--- src/rtl/spi_pkg.sv ---
// Shared constants for the SPI initiator: one-hot state encoding, default widths,
// and the R/W bit encoding.
package spi_pkg;

  localparam int unsigned ADDR_WIDTH_DEF = 7;
  localparam int unsigned DATA_WIDTH_DEF = 8;

  localparam logic SPI_READ  = 1'b1;
  localparam logic SPI_WRITE = 1'b0;

  typedef enum logic [7:0] {
    ST_IDLE  = 8'b0000_0001,
    ST_LEAD  = 8'b0000_0010,
    ST_ADDR  = 8'b0000_0100,
    ST_RW    = 8'b0000_1000,
    ST_WDATA = 8'b0001_0000,
    ST_TURN  = 8'b0010_0000,
    ST_RDATA = 8'b0100_0000,
    ST_TAIL  = 8'b1000_0000
  } state_t;

  function automatic int unsigned max_u(input int unsigned a, input int unsigned b);
    return (a > b) ? a : b;
  endfunction

endpackage

--- src/rtl/spi_sclk_gen.sv ---
// SPI clock divider: toggles sclk every CLK_DIV clk cycles while enabled, with
// one-cycle tick pulses in the clk cycle before each sclk edge.
module spi_sclk_gen #(
  parameter int unsigned CLK_DIV = 50
) (
  input  logic clk,
  input  logic reset_n,
  input  logic enable,
  output logic sclk,
  output logic rise_tick,
  output logic fall_tick
);

  localparam int unsigned CW = (CLK_DIV > 1) ? $clog2(CLK_DIV) : 1;
  localparam logic [CW-1:0] TERM = CW'(CLK_DIV - 1);

  logic [CW-1:0] cnt;
  logic          term;

  // Divider and sclk are held cleared whenever the master is idle.
  always_ff @(posedge clk) begin
    if (!reset_n || !enable) begin
      cnt  <= '0;
      sclk <= 1'b0;
    end else if (cnt == TERM) begin
      cnt  <= '0;
      sclk <= ~sclk;
    end else begin
      cnt <= cnt + CW'(1);
    end
  end

  assign term      = enable && (cnt == TERM);
  assign rise_tick = term && !sclk;
  assign fall_tick = term && sclk;

endmodule

--- src/rtl/spi_master.sv ---
// SPI initiator: address MSB first, R/W bit, then 8 data bits out (write) or in
// (read), framed by a lead period with cs high and a trailing cs-high period.
module spi_master
  import spi_pkg::*;
#(
  parameter int unsigned CLK_DIV         = 50,
  parameter int unsigned ADDR_WIDTH      = ADDR_WIDTH_DEF,
  parameter int unsigned DATA_WIDTH      = DATA_WIDTH_DEF,
  parameter int unsigned READ_TURNAROUND = 1,
  parameter int unsigned CS_IDLE_CYCLES  = 1
) (
  input  logic                  clk,
  input  logic                  reset_n,
  input  logic                  start,
  input  logic                  rw,
  input  logic [ADDR_WIDTH-1:0] addr,
  input  logic [DATA_WIDTH-1:0] wdata,
  output logic                  busy,
  output logic                  done,
  output logic [DATA_WIDTH-1:0] rdata,
  output logic                  sclk,
  output logic                  cs,
  output logic                  mosi,
  input  logic                  miso
);

  localparam int unsigned TX_W        = ADDR_WIDTH + 1 + DATA_WIDTH;
  localparam int unsigned MAX_PERIODS = max_u(max_u(ADDR_WIDTH, DATA_WIDTH),
                                              max_u(max_u(READ_TURNAROUND, CS_IDLE_CYCLES), 1));
  localparam int unsigned CNT_W       = $clog2(MAX_PERIODS + 1);

  state_t                state;
  logic                  rw_q;
  logic [TX_W-1:0]       tx;
  logic [DATA_WIDTH-1:0] rx;
  logic [DATA_WIDTH-1:0] rx_shift;
  logic [CNT_W-1:0]      bit_cnt;
  logic                  rise_tick;
  logic                  fall_tick;
  logic                  unused_rise;

  spi_sclk_gen #(
    .CLK_DIV (CLK_DIV)
  ) u_sclk_gen (
    .clk       (clk),
    .reset_n   (reset_n),
    .enable    (busy),
    .sclk      (sclk),
    .rise_tick (rise_tick),
    .fall_tick (fall_tick)
  );

  // Every state advances on the tick ending a high phase; the rising edge is not needed here.
  assign unused_rise = rise_tick;
  assign rx_shift    = (rx << 1) | DATA_WIDTH'(miso);

  always_ff @(posedge clk) begin
    if (!reset_n) begin
      state   <= ST_IDLE;
      cs      <= 1'b1;
      mosi    <= 1'b0;
      busy    <= 1'b0;
      done    <= 1'b0;
      rdata   <= '0;
      rw_q    <= SPI_WRITE;
      tx      <= '0;
      rx      <= '0;
      bit_cnt <= '0;
    end else begin
      done <= 1'b0;
      case (state)
        ST_IDLE: begin
          if (start) begin
            rw_q    <= rw;
            tx      <= {addr, rw, wdata};
            busy    <= 1'b1;
            bit_cnt <= '0;
            state   <= ST_LEAD;
          end
        end
        ST_LEAD: begin
          if (fall_tick) begin
            cs      <= 1'b0;
            mosi    <= tx[TX_W-1];
            tx      <= tx << 1;
            bit_cnt <= CNT_W'(ADDR_WIDTH - 1);
            state   <= ST_ADDR;
          end
        end
        // The last address fall already presents the R/W bit.
        ST_ADDR: begin
          if (fall_tick) begin
            mosi <= tx[TX_W-1];
            tx   <= tx << 1;
            if (bit_cnt == '0) begin
              state <= ST_RW;
            end else begin
              bit_cnt <= bit_cnt - CNT_W'(1);
            end
          end
        end
        ST_RW: begin
          if (fall_tick) begin
            if (rw_q == SPI_WRITE) begin
              mosi    <= tx[TX_W-1];
              tx      <= tx << 1;
              bit_cnt <= CNT_W'(DATA_WIDTH - 1);
              state   <= ST_WDATA;
            end else begin
              mosi <= 1'b0;
              if (READ_TURNAROUND == 0) begin
                bit_cnt <= CNT_W'(DATA_WIDTH - 1);
                state   <= ST_RDATA;
              end else begin
                bit_cnt <= CNT_W'(READ_TURNAROUND - 1);
                state   <= ST_TURN;
              end
            end
          end
        end
        ST_WDATA: begin
          if (fall_tick) begin
            if (bit_cnt == '0) begin
              cs      <= 1'b1;
              mosi    <= 1'b0;
              bit_cnt <= CNT_W'(CS_IDLE_CYCLES - 1);
              if (CS_IDLE_CYCLES == 0) begin
                busy  <= 1'b0;
                done  <= 1'b1;
                state <= ST_IDLE;
              end else begin
                state <= ST_TAIL;
              end
            end else begin
              mosi    <= tx[TX_W-1];
              tx      <= tx << 1;
              bit_cnt <= bit_cnt - CNT_W'(1);
            end
          end
        end
        ST_TURN: begin
          if (fall_tick) begin
            if (bit_cnt == '0) begin
              bit_cnt <= CNT_W'(DATA_WIDTH - 1);
              state   <= ST_RDATA;
            end else begin
              bit_cnt <= bit_cnt - CNT_W'(1);
            end
          end
        end
        // miso is taken in the last clk cycle of the high phase.
        ST_RDATA: begin
          if (fall_tick) begin
            rx <= rx_shift;
            if (bit_cnt == '0) begin
              cs      <= 1'b1;
              mosi    <= 1'b0;
              bit_cnt <= CNT_W'(CS_IDLE_CYCLES - 1);
              if (CS_IDLE_CYCLES == 0) begin
                busy  <= 1'b0;
                done  <= 1'b1;
                rdata <= rx_shift;
                state <= ST_IDLE;
              end else begin
                state <= ST_TAIL;
              end
            end else begin
              bit_cnt <= bit_cnt - CNT_W'(1);
            end
          end
        end
        ST_TAIL: begin
          if (fall_tick) begin
            if (bit_cnt == '0) begin
              busy  <= 1'b0;
              done  <= 1'b1;
              state <= ST_IDLE;
              if (rw_q == SPI_READ) begin
                rdata <= rx;
              end
            end else begin
              bit_cnt <= bit_cnt - CNT_W'(1);
            end
          end
        end
        default: begin
          state <= ST_IDLE;
          cs    <= 1'b1;
          mosi  <= 1'b0;
          busy  <= 1'b0;
        end
      endcase
    end
  end

endmodule

--- config.mk ---
export PLATFORM = sky130hd
export DESIGN_NAME = spi_master
export DESIGN_NICKNAME = d
export VERILOG_FILES = /design/src/rtl/spi_pkg.sv /design/src/rtl/spi_sclk_gen.sv /design/src/rtl/spi_master.sv
export SDC_FILE = /design/constraint.sdc
export NUM_CORES = 1
export LEC_CHECK = 0
export ABC_AREA = 1
export CELL_PAD_IN_SITES_DETAIL_PLACEMENT = 0
export CELL_PAD_IN_SITES_GLOBAL_PLACEMENT = 1
export CORE_MARGIN = 10
export CORE_UTILIZATION = 40
export CTS_CLUSTER_SIZE = 14
export DETAILED_ROUTE_END_ITERATION = 7
export PLACE_DENSITY_LB_ADDON = 0.25
export SYNTH_ARGS = -nofsm -noshare
export SYNTH_HDL_FRONTEND = slang
export SYNTH_SLANG_ARGS = --single-unit
--- constraint.sdc ---
create_clock -name clk -period 2.3 [get_ports clk]
set_input_delay 0.46 -clock clk [delete_from_list [all_inputs] [get_ports clk]]
set_output_delay 0.46 -clock clk [all_outputs]
set_load 0.1 [all_outputs]
After elaboration in Yosys (flattened, before gate mapping)
Cells that the tools add are included.

Input bits: 20. Register bits after elaboration: 56. Output and inout bits: 13. Word-level logic and storage cells: 118.

Add/subtract/negate cells: 2. Eq/ne operators: 28. Reduce and logical (&&, ||, !) cells: 25. Bitwise logic cells: 5. Mux-type cells: 46.

Operators with widths (number): 16-bit two-way mux (6); 8-bit two-way mux (11); 16-bit case mux with 4 select lines (1); 8-bit case mux with 7 select lines (1); 4-bit two-way mux (9); 2-bit != test, second input constant (15); 4-bit case mux with 6 select lines (1); 1-bit two-way mux (12); 4-bit AND reduction (3); 11-bit AND reduction (1); 8-bit by 1-bit == test with 1-bit output, second input constant (1); 8-bit by 2-bit == test with 1-bit output, second input constant (1); 8-bit by 3-bit == test with 1-bit output, second input constant (1); 8-bit by 4-bit == test with 1-bit output, second input constant (1); 8-bit by 5-bit == test with 1-bit output, second input constant (1); 8-bit by 6-bit == test with 1-bit output, second input constant (1); 8-bit by 7-bit == test with 1-bit output, second input constant (1); 8-bit == test, second input constant (1); 2-bit by 1-bit != test with 1-bit output, second input constant (4); 8-bit by 1-bit OR with 8-bit output (1); 8-bit AND reduction (1); 2-bit OR reduction (4); 7-bit AND reduction (1); 6-bit by 1-bit adder with 6-bit output, second input constant (1); 19 further kinds (26).

Depth between registers and ports, before layout
Word-level depth: 5. Depth in mapped cells: 13. Mapped depth without buffers: 12.

Modules after synthesis
A second synthesis with hierarchy kept.

Cells, all modules: 471. Area total of the unflattened synthesis: 2995.4 um^2.

By module, submodules not included: spi_master (area each 2650.0 um^2, instances 1, cells an instance 423, sequential area each 980.9 um^2); spi_sclk_gen (area each 345.3 um^2, instances 1, cells an instance 48, sequential area each 140.1 um^2).

Worst setup path after synthesis
OpenSTA, ideal clock, no wires.

Path kind: register to register. Start point: register busy. End point: register tx[2]. Cell stages (with the launch flop): 12. Slack: 0.142 ns. Data arrival time: 2.047 ns. Data required time: 2.188 ns. Period minus slack after synthesis: 2.158 ns. Setup time: 0.112 ns. Path buffers: 2. Cell sequence: dfxtp_1 -> nand2_1 -> inv_1 -> nand2_4 -> nand2_1 -> nand2_2 -> a21oi_4 -> nand2_2 -> buf_6 -> buf_6 -> nor2_2 -> nor2_1.

Longest elaborated chain between the ends: 4. Elaborated cells on any way between the ends: 6. Classes of those cells: eq/ne: 3; reduce/logical: 3.

RTL lines: start: declaration (RTL line spi_master.sv:18) `output logic busy,`; start signal: assignment (RTL line spi_master.sv:62) `busy <= 1'b0;`; start signal: assignment (RTL line spi_master.sv:76) `busy <= 1'b1;`; start signal: assignment (RTL line spi_master.sv:128) `busy <= 1'b0;`; 1-bit logical AND * (RTL line spi_sclk_gen.sv:33) `assign term = enable && (cnt == TERM);`; 1-bit logical AND * (RTL line spi_sclk_gen.sv:35) `assign fall_tick = term && sclk;`; 2-bit != test (no source line) / 2-bit by 1-bit != test with 1-bit output (equally long branches); 7-bit AND reduction (no source line) *; end signal: assignment (RTL line spi_master.sv:75) `tx <= {addr, rw, wdata};`; end signal: assignment (RTL line spi_master.sv:85) `tx <= tx << 1;`; end signal: assignment (RTL line spi_master.sv:94) `tx <= tx << 1;`; end: declaration (RTL line spi_master.sv:34) `logic [TX_W-1:0] tx;`.

Mark *: on every way between the ends. The rest lies on a longest branch, timed or not. A chain may end at the register's enable or synchronous reset.

Worst setup path after layout
Start point: register bit_cnt[0]. End point: register tx[7].

Longest elaborated chain between the ends: 3.

RTL lines: start: declaration (RTL line spi_master.sv:37) `logic [CNT_W-1:0] bit_cnt;`; start signal: assignment (RTL line spi_master.sv:86) `bit_cnt <= CNT_W'(ADDR_WIDTH - 1);`; start signal: assignment (RTL line spi_master.sv:98) `bit_cnt <= bit_cnt - CNT_W'(1);`; start signal: assignment (RTL line spi_master.sv:107) `bit_cnt <= CNT_W'(DATA_WIDTH - 1);`; 4-bit zero test (RTL line spi_master.sv:123) `if (bit_cnt == '0) begin`; 2-bit != test (no source line); 7-bit AND reduction (no source line); end signal: assignment (RTL line spi_master.sv:94); end signal: assignment (RTL line spi_master.sv:106) `tx <= tx << 1;`; end signal: assignment (RTL line spi_master.sv:136) `tx <= tx << 1;`.

No other way between the ends.

==> qor.yml <==
outcome:
  status: "complete, no violations"
logic_synthesis:
  ys_warn_count: 0
  synth_edf_count: 0
  syn_inst: 445
  ys_seq_area_share_pct: 37.7
  async_flop_share_pct: 0
  synth-seq-cells: 56
  synth_cell_type_count: 30
  netlist_area_um2: 2970
  syn_nets: 468
  synth_area_per_cell_um2: 6.68
  synthFlopType: "dfxtp_1"
clock_network:
  clock_path_buffers: 2
  clk_pin_slew_worst_paths_ns: 0.11
  htreeDepth: 2
  cts-root-buf: "clkbuf_8"
  postCtsSetupBuffers: 0
  cts_resized: 0
  cts_tree: "done"
  clkSinkCount: 56
  cts-hold-fix-buffers: 0
  clk_latency_ns: 0.31
  cts_made_buffers: 5
min_path:
  min_from: "tx[1]$_SDFFE_PN0P_"
  min_path_type: "flop to flop"
  min_to: "tx[1]$_SDFFE_PN0P_"
  hold_path_depth: 2
placement:
  portBuffers: 32
  dp_cells: 570
  gp_congestion: 0.845
  hpwlAfterDp_um: 5200
drt:
  vias: 2727
  vias_per_cell: 4.72
  drt-initial-drc-count: 54
  wl_per_cell_um: 12.0
  ant_nets: 0
  finalWirelength_um: 6920
  drc_errors: 0
  drt_pass1_iterations: 4
sta:
  post-route-period-util_pct: 82.3
  min_period_ns: 1.89
  max_freq_mhz: 528
  slew_headroom_pct: 69.4
  finClkSkew_ns: 0.00363
  hold_viol_final: 0
  worstMarginPinSlew_ns: 0.459
  rsz0062_at_grt: "false"
  finalSetupViolCount: 0
  drv_slew: 0
  timing.setup.tns_ns: 0
layout:
  n_fill_cell: 771
  seqCellArea_um2: 1120
  syn_to_final_growth_pct: 16.8
  nNetsFinal: 501
  drive_above_1_share_pct: 14.6
  stdcell_count: 578
  diodes: 0
  multi_input_area_um2: 1600
  post-route-util_pct: 47.9
floorplan:
  fp.dieArea_um2: 11300
  die_h_um: 106
  io_pins: 33
  start_util_pct: 41.0
  rows: 31
  fp.dieW_um: 106
  core_area_um2: 7250
grt:
  use_met1_pct: 15.8
  grt_pass1_wl_um: 12200
  grt_overflow_total: 0
  grt_max_degree: 36
  track_usage_pct: 12.8
  gr-usage-met2_pct: 21.4
  busiest_layer: "met2"
  antenna_found_initial: 0
  first_global_vias: 2645
  grt_util_met3_pct: 3.08
power:
  pwr-share-comb_pct: 46.4
  p_sw_mw: 1.55
  p_sw_share_pct: 43.7
  powerDensity_nw_per_um2: 1020
  clock_power_share_pct: 19.0
  p_int_mw: 1.99
  power_frac_seq_pct: 34.5
  ir_drop_mv: 0.383
  p_leak_nw: 1.61
critical_path:
  path_max_fanout: 29
  r2r-end: "tx[7]$_SDFFE_PN0P_"
  r2r_start: "bit_cnt[0]$_SDFFE_PN0P_"
  rr_worst_depth: 10
  worstPathArrival_ns: 2.15
  critPathKind: "flop to flop"
  crit_path_end_kind: "flop"
  cp.required_ns: 2.55
  regToRegSetupSlack_ns: 0.41
  startpoint_type: "flop"
flow_run:
  drv_cap: 0
-- per-layer routing --
layer / vias to the layer above / share of wire, %
met1: 1227 / 49
li1: 1464 / -
met5: - / 0
met4: 0 / 1.1
met3: 8 / 2.8
met2: 28 / 47
-- cells in the mapped netlist, types with 2 or more instances --
cell | number | area share, %
ha_1 | 3 | 1.3
nor3b_1 | 2 | 0.51
buf_2 | 3 | 0.51
buf_6 | 2 | 0.76
o21ai_0 | 39 | 6.6
clkbuf_1 | 5 | 0.63
a21oi_4 | 2 | 1.1
nand2_2 | 8 | 1.7
nand3_1 | 27 | 4.5
nand3b_1 | 2 | 0.51
nor2_2 | 12 | 2.5
a21oi_1 | 18 | 3.0
nor3_1 | 4 | 0.67
dfxtp_1 | 56 | 38
nand2_1 | 104 | 13
nor2_4 | 4 | 1.5
o211ai_1 | 2 | 0.51
nand2_4 | 6 | 2.3
inv_2 | 10 | 1.3
nor2_1 | 81 | 10
inv_1 | 40 | 5.1
nand3_2 | 2 | 0.67
nand4_1 | 6 | 1.3
-- cell usage in the layout (no fill, tap or decap), drive strengths merged, types with 6 or more instances in the layout --
master,synthesis,routed
o21ai,40,40
dfxtp,56,56
buf,5,18
nor2,98,98
nand4,6,6
nand2,118,118
a21oi,20,20
clkbuf,6,6
nand3,29,29
clkdlybuf4s50,0,19
inv,50,51
-- worst max-delay path, stage by stage (launching register included) --
cell	delay (ns)
dfxtp_1	0.34
inv_1	0.10
ha_1	0.24
nand3_1	0.17
nand3_1	0.20
a21oi_4	0.23
nand2_2	0.07
buf_4	0.24
nand2_1	0.09
nand2_1	0.05
nor2_1	0.11
-- worst max-delay path by stage --
| stage | startpoint | end | slack (ns) | cells past startpoint |
|---|---|---|---|---|
| finish | bit_cnt[0]$_SDFFE_PN0P_ | tx[7]$_SDFFE_PN0P_ | 0.41 | 10 |
| detailed placement | start | tx[7]$_SDFFE_PN0P_ | 0.32 | 10 |
| global route | u_sclk_gen.cnt[0]$_SDFF_PP0_ | tx[8]$_SDFFE_PN0P_ | 0.20 | 12 |
| CTS | u_sclk_gen.cnt[0]$_SDFF_PP0_ | tx[7]$_SDFFE_PN0P_ | 0.39 | 12 |
| floorplan | busy$_SDFFE_PN0P_ | tx[2]$_SDFFE_PN0P_ | 0.14 | 11 |
| global placement | start | tx[7]$_SDFFE_PN0P_ | 0.35 | 10 |
-- cell type report --
class / count / area share, %
flip-flops and latches: 56 / 32.3
clock buffers: 6 / 2.09
inverters: 50 / 5.41
well taps: 99 / 3.57
clock inverters: 2 / 1.12
repair buffers: 37 / 9.37
multi-input cells: 328 / 46.1
-- sequential cells by signal (all words and copies together) (netlist names) --
signal and count:
bit_cnt 4, busy 1, cs 1, done 1
mosi 1, rdata 8, rw_q 1, rx 8
state 8, tx 16, u_sclk_gen.cnt 6, u_sclk_gen.sclk 1
-- power groups by stage --
stage	combinational, mW	sequential [mW]	clock [mW]
after floorplan	1.27	1.34	0
after global placement	1.63	1.24	0
after detailed placement	1.65	1.25	0
after CTS	1.66	1.23	0.691
after global routing	1.89	1.25	0.730
final	1.65	1.22	0.675
-- metrics by stage --
| stage | instance area (um^2) | total power, mW | setup WS, ns | hold WS (ns) |
|---|---|---|---|---|
| floorplan | 2970 | 2.61 | 0.142 | 0.433 |
| global placement | 3360 | 2.88 | 0.353 | 0.450 |
| detailed placement | 3360 | 2.90 | 0.324 | 0.457 |
| CTS | 3470 | 3.58 | 0.395 | 0.480 |
| global route | 3470 | 3.86 | 0.200 | 0.515 |
| finish | 3470 | 3.55 | 0.407 | 0.475 |
-- cell families (layout without fill, tap and decap cells) --
group                    after synthesis  in the layout  synth area share (%)
buffers and inverters                 61             95                  8.38
flip-flops                            56             56                  37.7
XOR/XNOR                               2              2                 0.590
AO/OA/AOI/OAI                         63             63                  11.6
adder cells (fa/ha/maj)                3              3                  1.26
AND/OR/NAND/NOR                      260            260                  40.4
No activity file was read; power rests on OpenSTA's default activity.
